--- src/rtl/synth_mat_pkg.sv ---
// Shared types and constants for the modulation/feedback coefficient matrix writer.
package synth_mat_pkg;

   localparam int unsigned MAT_DW      = 8;
   localparam int unsigned MAT_V_OSC   = 4;
   localparam int unsigned MAT_ROWS    = 16;
   localparam int unsigned MAT_FB_BASE = 8;

   typedef logic signed [MAT_DW-1:0] mat_coef_t;

   typedef enum logic [1:0] {
      IDLE  = 2'd0,
      ACK   = 2'd1,
      CLEAR = 2'd2
   } mat_wr_state_t;

endpackage

--- src/rtl/mod_matrix_writer_if.sv ---
// Control-path bundle between the parameter/MIDI writer and mod_matrix_writer.
interface mod_matrix_writer_if #(
   parameter int unsigned V_OSC = 4,
   parameter int unsigned ROWS  = 16,
   parameter int unsigned DW    = 8,
   parameter int unsigned CW    = $clog2(V_OSC),
   parameter int unsigned RW    = $clog2(ROWS)
);
   logic                               frame_strobe;
   logic                               wr_req;
   logic [RW-1:0]                      wr_row;
   logic [CW-1:0]                      wr_col;
   logic [DW-1:0]                      wr_data;
   logic                               clr_req;
   logic                               wr_ack;
   logic [RW-1:0]                      rd_row;
   logic [CW-1:0]                      rd_col;
   logic [DW-1:0]                      rd_data;
   logic                               busy;
   logic                               pending;
   logic [ROWS-1:0][V_OSC-1:0][DW-1:0] mat_buf;

   modport master (
      output frame_strobe, wr_req, wr_row, wr_col, wr_data, clr_req, rd_row, rd_col,
      input  wr_ack, rd_data, busy, pending, mat_buf
   );

   modport slave (
      input  frame_strobe, wr_req, wr_row, wr_col, wr_data, clr_req, rd_row, rd_col,
      output wr_ack, rd_data, busy, pending, mat_buf
   );
endinterface

--- src/rtl/mat_coef_slew.sv ---
// One-entry slew stepper: moves the active coefficient one LSB toward its target and
// flags whether the stepped value has arrived.
module mat_coef_slew #(
   parameter int unsigned DW = 8
) (
   input  logic signed [DW-1:0] i_cur,
   input  logic signed [DW-1:0] i_tgt,
   output logic signed [DW-1:0] o_next,
   output logic                 o_match
);
   always_comb begin
      o_next = i_cur;
      if (i_cur < i_tgt) begin
         o_next = i_cur + DW'(1);
      end else if (i_cur > i_tgt) begin
         o_next = i_cur - DW'(1);
      end
      o_match = (o_next == i_tgt);
   end
endmodule

--- src/rtl/mod_matrix_writer.sv ---
// Shadow/active coefficient matrix with frame-synchronous publish.
// Define MOD_MATRIX_SLEW_EN to slew active entries by one LSB per frame instead of jumping.
module mod_matrix_writer
   import synth_mat_pkg::*;
#(
   parameter int unsigned V_OSC = MAT_V_OSC,
   parameter int unsigned ROWS  = MAT_ROWS,
   parameter int unsigned DW    = MAT_DW,
   parameter int unsigned CW    = $clog2(V_OSC),
   parameter int unsigned RW    = $clog2(ROWS)
) (
   input logic              sCLK_XVXENVS,
   input logic              reset_reg_N,
   mod_matrix_writer_if.slave bus
);
   localparam int unsigned NENT = ROWS * V_OSC;

   mat_wr_state_t                      r_state, w_state_d;
   logic [RW+CW-1:0]                   r_cnt;
   logic [ROWS-1:0][V_OSC-1:0][DW-1:0] r_shadow;
   logic [ROWS-1:0][V_OSC-1:0][DW-1:0] r_mat;
   logic [ROWS-1:0][V_OSC-1:0][DW-1:0] w_mat_next;
   logic                               r_dirty;
   logic [DW-1:0]                      r_rd_data;
   logic                               w_wr_en;
   logic                               w_clr_done;
   logic                               w_commit;
   logic                               w_all_match;
   logic [RW-1:0]                      w_clr_row;
   logic [CW-1:0]                      w_clr_col;

   assign w_clr_row  = r_cnt[RW+CW-1:CW];
   assign w_clr_col  = r_cnt[CW-1:0];
   assign w_clr_done = (r_state == CLEAR) && (r_cnt == (RW+CW)'(NENT - 1));
   // A strobe landing inside a clear sweep is dropped; the next one publishes.
   assign w_commit   = bus.frame_strobe && r_dirty && (r_state != CLEAR);

   always_comb begin
      w_state_d = r_state;
      w_wr_en   = 1'b0;
      unique case (r_state)
         IDLE: begin
            if (bus.clr_req) begin
               w_state_d = CLEAR;
            end else if (bus.wr_req) begin
               w_state_d = ACK;
               w_wr_en   = 1'b1;
            end
         end
         ACK:     w_state_d = IDLE;
         CLEAR:   if (w_clr_done) w_state_d = IDLE;
         default: w_state_d = IDLE;
      endcase
   end

`ifdef MOD_MATRIX_SLEW_EN
   logic [NENT-1:0] w_match;

   for (genvar gr = 0; gr < ROWS; gr++) begin : g_row
      for (genvar gc = 0; gc < V_OSC; gc++) begin : g_col
         mat_coef_slew #(
            .DW (DW)
         ) u_slew (
            .i_cur   (r_mat[gr][gc]),
            .i_tgt   (r_shadow[gr][gc]),
            .o_next  (w_mat_next[gr][gc]),
            .o_match (w_match[gr*V_OSC + gc])
         );
      end
   end

   assign w_all_match = &w_match;
`else
   assign w_mat_next  = r_shadow;
   assign w_all_match = 1'b1;
`endif

   always_ff @(posedge sCLK_XVXENVS or negedge reset_reg_N) begin
      if (!reset_reg_N) begin
         r_state   <= IDLE;
         r_cnt     <= '0;
         r_shadow  <= '0;
         r_mat     <= '0;
         r_dirty   <= 1'b0;
         r_rd_data <= '0;
      end else begin
         r_state   <= w_state_d;
         r_rd_data <= r_shadow[bus.rd_row][bus.rd_col];
         // Commit reads the pre-edge shadow, so a same-cycle write waits for the next strobe.
         if (w_commit) begin
            r_mat <= w_mat_next;
         end
         if (r_state == CLEAR) begin
            r_shadow[w_clr_row][w_clr_col] <= '0;
            r_cnt                          <= r_cnt + (RW+CW)'(1);
         end else begin
            r_cnt <= '0;
         end
         if (w_wr_en) begin
            r_shadow[bus.wr_row][bus.wr_col] <= bus.wr_data;
         end
         if (w_wr_en || w_clr_done) begin
            r_dirty <= 1'b1;
         end else if (w_commit && w_all_match) begin
            r_dirty <= 1'b0;
         end
      end
   end

   assign bus.wr_ack  = (r_state == ACK);
   assign bus.busy    = (r_state == CLEAR);
   assign bus.pending = r_dirty;
   assign bus.rd_data = r_rd_data;
   assign bus.mat_buf = r_mat;

endmodule
--- src/flat_wrapper.sv ---
// flat-port wrapper written by rule: the top's interface ports become plain ports
module mod_matrix_writer_flat import synth_mat_pkg::*;
#(
   parameter int unsigned V_OSC = MAT_V_OSC,
   parameter int unsigned ROWS  = MAT_ROWS,
   parameter int unsigned DW    = MAT_DW,
   parameter int unsigned CW    = $clog2(V_OSC),
   parameter int unsigned RW    = $clog2(ROWS)
)
  (sCLK_XVXENVS, reset_reg_N, bus_frame_strobe, bus_wr_req, bus_wr_row, bus_wr_col, bus_wr_data, bus_clr_req, bus_rd_row, bus_rd_col, bus_wr_ack, bus_rd_data, bus_busy, bus_pending, bus_mat_buf);
  mod_matrix_writer_if #(.V_OSC(V_OSC), .ROWS(ROWS), .DW(DW), .CW(CW), .RW(RW)) bus_i ();
  input logic sCLK_XVXENVS;
  input logic reset_reg_N;
  input wire logic [$bits(bus_i.frame_strobe)-1:0] bus_frame_strobe;
  input wire logic [$bits(bus_i.wr_req)-1:0] bus_wr_req;
  input wire logic [$bits(bus_i.wr_row)-1:0] bus_wr_row;
  input wire logic [$bits(bus_i.wr_col)-1:0] bus_wr_col;
  input wire logic [$bits(bus_i.wr_data)-1:0] bus_wr_data;
  input wire logic [$bits(bus_i.clr_req)-1:0] bus_clr_req;
  input wire logic [$bits(bus_i.rd_row)-1:0] bus_rd_row;
  input wire logic [$bits(bus_i.rd_col)-1:0] bus_rd_col;
  output wire logic [$bits(bus_i.wr_ack)-1:0] bus_wr_ack;
  output wire logic [$bits(bus_i.rd_data)-1:0] bus_rd_data;
  output wire logic [$bits(bus_i.busy)-1:0] bus_busy;
  output wire logic [$bits(bus_i.pending)-1:0] bus_pending;
  output wire logic [$bits(bus_i.mat_buf)-1:0] bus_mat_buf;
  assign bus_i.frame_strobe = bus_frame_strobe;
  assign bus_i.wr_req = bus_wr_req;
  assign bus_i.wr_row = bus_wr_row;
  assign bus_i.wr_col = bus_wr_col;
  assign bus_i.wr_data = bus_wr_data;
  assign bus_i.clr_req = bus_clr_req;
  assign bus_i.rd_row = bus_rd_row;
  assign bus_i.rd_col = bus_rd_col;
  assign bus_wr_ack = bus_i.wr_ack;
  assign bus_rd_data = bus_i.rd_data;
  assign bus_busy = bus_i.busy;
  assign bus_pending = bus_i.pending;
  assign bus_mat_buf = bus_i.mat_buf;
  mod_matrix_writer #(.V_OSC(V_OSC), .ROWS(ROWS), .DW(DW), .CW(CW), .RW(RW)) u_core (.sCLK_XVXENVS(sCLK_XVXENVS), .reset_reg_N(reset_reg_N), .bus(bus_i));
endmodule
--- config.mk ---
export PLATFORM = sky130hd
export DESIGN_NAME = mod_matrix_writer_flat
export DESIGN_NICKNAME = d
export VERILOG_FILES = /design/src/rtl/synth_mat_pkg.sv /design/src/rtl/mod_matrix_writer_if.sv /design/src/rtl/mat_coef_slew.sv /design/src/rtl/mod_matrix_writer.sv /design/src/flat_wrapper.sv
export SDC_FILE = /design/constraint.sdc
export NUM_CORES = 2
export LEC_CHECK = 0
export BUFFER_PORTS_ARGS = -buffer_cell sky130_fd_sc_hd__buf_2
export CORE_MARGIN = 2
export CORE_UTILIZATION = 30
export CTS_BUF_LIST = sky130_fd_sc_hd__clkbuf_4 sky130_fd_sc_hd__clkbuf_8 sky130_fd_sc_hd__clkbuf_16
export DETAILED_ROUTE_END_ITERATION = 12
export GPL_ROUTABILITY_DRIVEN = 0
export PLACE_DENSITY_LB_ADDON = 0.12
export REMOVE_ABC_BUFFERS = 1
export SLEW_MARGIN = 20
export SYNTH_ARGS = -nofsm -noshare
export SYNTH_HDL_FRONTEND = slang
export SYNTH_SLANG_ARGS = --single-unit
export TNS_END_PERCENT = 20
--- constraint.sdc ---
create_clock -name sCLK_XVXENVS -period 1.9 [get_ports sCLK_XVXENVS]
set_input_delay 0.095 -clock sCLK_XVXENVS [delete_from_list [all_inputs] [get_ports sCLK_XVXENVS]]
set_output_delay 0.095 -clock sCLK_XVXENVS [all_outputs]
set_load 0.05 [all_outputs]
### Yosys cells after proc, flatten, opt, wreduce, memory -nomap -nowiden

Index checks and enable logic that the tools add are counted.

* bits in registers: 1041
* output and inout port bits: 523

* add/sub/neg operators: 1
* magnitude comparators: 10
* equality and inequality tests: 6
* mux-type cells: 25
* bitwise logic cells: 2
* reduce and logical (&&, ||, !) cells: 11

Operator list (count)
* 512-bit 2-to-1 mux: 2
* 512-bit AND: 1
* 512-bit bitwise mux: 1
* 512-bit inverter: 1
* 32-bit demux with 4-bit select: 2
* 32-bit binary-select mux with 4-bit select: 1
* 32-bit 2-to-1 mux: 3
* 8-bit demux with 2-bit select: 2
* 8-bit 2-to-1 mux: 3
* 8-bit binary-select mux with 2-bit select: 1
* 4-bit by 5-bit < comparator with 1-bit output (second input constant): 3
* 2-bit by 3-bit < comparator with 1-bit output (second input constant): 3
* 4-bit by 1-bit greater-or-equal comparator with 1-bit output (second input constant): 2
* 1-bit logical AND: 7
* 6-bit by 1-bit adder with 6-bit output (second input constant): 1
* 6-bit equality test (second input constant): 1
* 2-bit 2-to-1 mux: 3
* 6-bit 2-to-1 mux: 1
* 1-bit 2-to-1 mux: 5
* 2-bit by 1-bit greater-or-equal comparator with 1-bit output (second input constant): 2
* 2-bit one-hot mux with 2 select lines: 1
* 3-bit != test (second input constant): 1
* 2-bit by 1-bit equality test with 1-bit output (second input constant): 1
* 2-bit equality test (second input constant): 1
* other kinds (6): 6

### Longest topological paths before layout

* depth after elaboration: 11
* depth in mapped cells: 9
* gate-level depth less buffers: 6

### Worst setup path before layout

Ideal clock, no wire load.

* path type: reg2reg
* from: register u_core.r_state[0]
* to: register u_core.r_shadow[504] in the netlist's numbering
* setup time: 134 ps
* data arrival time: 2040 ps
* slack: -274 ps
* stages on the path, launching flop included: 9
* path buffers: 2
* cells stage by stage: dfrtp_1 nand2b_1 inv_1 and2_1 clkbuf_1 clkbuf_1 nand2_1 nand2_1 o21ai_0

* cells in the longest elaborated chain, start to end: 4

Ends and longest elaborated chain
* start, declared: line mod_matrix_writer.sv:18 `mat_wr_state_t r_state, w_state_d;`
* start signal, assigned: line mod_matrix_writer.sv:87 `r_state <= w_state_d;`
* 2-bit equality test *
* net bus_busy: line flat_wrapper.sv:24 `output wire logic [$bits(bus_i.busy)-1:0] bus_busy;`
* 512-bit 2-to-1 mux *: line mod_matrix_writer.sv:93 `if (r_state == CLEAR) begin`
* 512-bit bitwise mux: line mod_matrix_writer.sv:100 `r_shadow[bus.wr_row][bus.wr_col] <= bus.wr_data;`
* 512-bit 2-to-1 mux *: line mod_matrix_writer.sv:99 `if (w_wr_en) begin`
* end signal, assigned by index: line mod_matrix_writer.sv:100
* end, declared: line mod_matrix_writer.sv:20 `logic [ROWS-1:0][V_OSC-1:0][DW-1:0] r_shadow;`

The timed path passes the listed nets; every way through them passes the cells marked *.
A chain may end at the register's enable or synchronous reset.

### Final worst setup path

* from: register u_core.r_state[0]
* to: register u_core.r_shadow[326] in the netlist's numbering

* cells in the longest elaborated chain, start to end: 4

Ends and longest elaborated chain (line)
* 2-bit equality test: mod_matrix_writer.sv:93
* 512-bit 2-to-1 mux: mod_matrix_writer.sv:93
* 512-bit bitwise mux: mod_matrix_writer.sv:100
* 512-bit 2-to-1 mux *: mod_matrix_writer.sv:99

Mark *: on every way between the ends. The rest lies on a longest branch, timed or not.

==> reports/qor.yml <==
cp.required_ps: 2610
whs_path_depth: 7
netlist.area_leader.share_pct: 58.8
hold-worst-slack_ps: 56.8
final_common_cell: "dfrtp_1"
cts_tree: "yes"
area_delta_synth_final_pct: 34.0
yosysTopAreaCell: "dfrtp_1"
clock_skew_ps: 70.5
clock_path_buffers: 3
vias: 33700
r2r_start: "u_core.r_state[0]"
r2r_slack_ps: -140
routed_wl_um: 183000
critPathKind: "flop to flop"
synth_area_um2: 44300
drv_slew: 0
dr.pass1.iters: 5
seqCellArea_um2: 26100
p_int_w: 0.0585
worstReg2RegEnd: "u_core.r_shadow[326]"
fin_nets: 4858
grt_first_pass_wirelength_um: 255000
critPathArrivalTime_ps: 2750
fmax_mhz: 491
drive_above_1_share_pct: 43.8
period_minus_slack_ps: 2040
power_per_cell_area_nw_per_um2: 1740
hpwlAfterDp_um: 131000
yosysWarningCount: 0
wire_per_inst_um: 26.6
vdd_drop_max_v: 0.000865
comb_power_share_pct: 38.7
max_stage_delay_ps: 460
drc: 0
finalHoldViolations: 0
rows: 141
overflow: 0
p_sw_w: 0.0447
yosysUniqueCellTypes: 48
synth_area_leaders: "dfrtp_1 59%, mux2_2 13%, nand2_1 9.4%, mux4_2 6.1%, o21ai_0 5.5%"
chipWidth_um: 388
p_clk_share_pct: 23.2
clock-sinks: 1041
min_from: "bus_wr_row[2]"
violations: "setup timing"
die_area_um2: 151000
io_buffers: 547
synth_cells: 3823
cp_cell_sequence: "buf_6 > nor4b_4 > or3b_4 > clkbuf_16 > nor2_4 > clkbuf_16 > nand2_1 > o21ai_1"
swShare_pct: 43.3
setup_viol: 192
postLayoutSetupSlackWorst_ps: -138
drv_cap: 0
die_h_um: 388
cts-buffers-inserted: 116
status: "finished with violations"
start_util_pct: 30.1
worstMarginPinSlew_ps: 686
grt_pass1_vias: 33000
multi_input_area_um2: 18000
io_pins: 548
grt_use_total_pct: 23.4
whs_endpoint: "u_core.r_shadow[485]"
seq_power_share_pct: 38.1
p_total_w: 0.103
synth.avg_cell_area_um2: 11.6
grt_max_degree: 92
clock_latency_ps: 810
rr_worst_depth: 8
start_kind: "flop"
async_flop_share_pct: 100
synth_edf_count: 0
antenna_found_initial: 13
max_slew_margin_pct: 53.0
cp_max_fo: 8
crit_path_top_delay_cell: "or3b_4"
htreeDepth: 3
endpoint_kind: "flop"
clock_tree.root_cell: "clkbuf_16"
drtIter0Drc: 2542
ys.flop_type: "dfrtp_1"
p_leak_nw: 25.7
ys_seq_area_share_pct: 58.8
hold_path_class: "input pin to flop"
startpoint: "u_core.r_state[0]"
crit_top_cell: "clkbuf_16"
synth_seq_cells: 1041
drtAntennaViolNets: 0
cts.clk_slew.worst_paths_ps: 60
final_cell_mix: "1,040 x dfrtp_1, 1,020 x nand2_1, 543 x buf_2, 519 x mux2_2, 392 x buf_4"
period_share_pct: 107
rsz0062_at_grt: "yes"
fillCellCount: 14200
avgViaCountPerCell: 4.92
core_um2: 147000
==> Yosys cell counts (6+ instances only) <==
cell and number:
a211oi_1 7, a22oi_1 7, and2_1 6, buf_1 14
buf_2 99, buf_4 19, clkbuf_1 106, dfrtp_1 1041
mux2_2 519, mux2i_1 45, mux4_2 120, nand2_1 1104
nand2b_1 13, nand3_1 16, nor2_1 83, nor2_4 10
nor2b_1 10, nor3_1 8, o21ai_0 486, o21ai_1 37
o221ai_1 7, o22ai_1 9
==> metrics by stage <==
| stage | TNS, ps | instances | setup slack, ps | util [%] | area (um2) |
|---|---|---|---|---|---|
| after floorplan | -7487710 | 3583 | -14390 | - | 43200 |
| after global placement | -13920 | 6585 | -533 | 36.4 | 53600 |
| after detailed placement | -16830 | 6585 | -508 | 36.4 | 53600 |
| after CTS | -10870 | 6826 | -102 | 39.6 | 58300 |
| after global routing | -40510 | 6854 | -211 | 40.4 | 59400 |
| final | -7720 | 6854 | -138 | 40.4 | 59400 |
==> worst max-delay path by stage <==
stage	slack [ps]	depth (start not counted)	endpoint
3_3_place_gp	-530	8	u_core.bus.rd_data[4]
3_5_place_dp	-510	8	u_core.bus.rd_data[4]
6_report	-140	8	u_core.r_shadow[326]
2_1_floorplan	-14390	2	u_core.bus.mat_buf[0]
5_1_grt	-210	8	u_core.r_shadow[326]
4_1_cts	-100	5	bus_busy
==> timing repair <==
action	in CTS	in global routing
pin swaps	11	22
endpoints found under the setup margin	756	666
resized for setup	161	377
gates cloned	6	24
buffers inserted	5	3
hold buffers	18	0
endpoints found under the hold margin	1442	0
==> flip-flops by register name, summed over array words and instances, names as in the netlist <==
signal              cells
u_core.r_state          2
u_core.bus.mat_buf    512
u_core.r_shadow       512
u_core.bus.rd_data      8
u_core.r_cnt            6
u_core.bus.pending      1
==> logic make-up after synthesis <==
kind of cell / count (synthesis) / synth area share (%)
buffers and inverters: 244 / 2.53
xor gates and xnor gates: 3 / 0.0593
muxes: 684 / 20.3
adders and majority gates: 4 / 0.113
DFF: 1041 / 58.8
and+or+nand+nor: 1265 / 11.3
AOI/OAI and AO/OA: 582 / 6.96
==> final cells by class <==
class / count / share of cell area, %
clock inverters: 31 / 0.771
diodes: 1 / 0.00421
inverters: 4 / 0.0253
flip-flops and latches: 1041 / 43.9
multi-input cells: 2538 / 30.2
clock buffers: 181 / 6.10
well taps: 1930 / 4.07
repair buffers: 1128 / 14.9
==> power groups by stage <==
stage,Sequential [W],Combinational (W),Clock [W]
after floorplan,0.0497,0.0114,0
after global placement,0.0398,0.0389,0
after detailed placement,0.0397,0.0394,0
after CTS,0.0393,0.0398,0.0245
after global routing,0.0402,0.0423,0.0254
final,0.0393,0.0400,0.0239
==> metal layers <==
layer  track usage, %  vias to the layer above  part of all wire [%]
li1                 -                    15200                     -
met1             33.4                    17300                    45
met2             36.9                     1044                    47
met3             4.02                      198                   5.7
met4             5.98                       12                   2.3
met5                0                        -                 0.042
==> critical path: cells and delay by family (launching register included) <==
family          cells  cell delay (ps)
buf+inv             3              540
simple gates        4              920
compound gates      1              110
flops               1              390
Power figures use the tool's default switching activity.
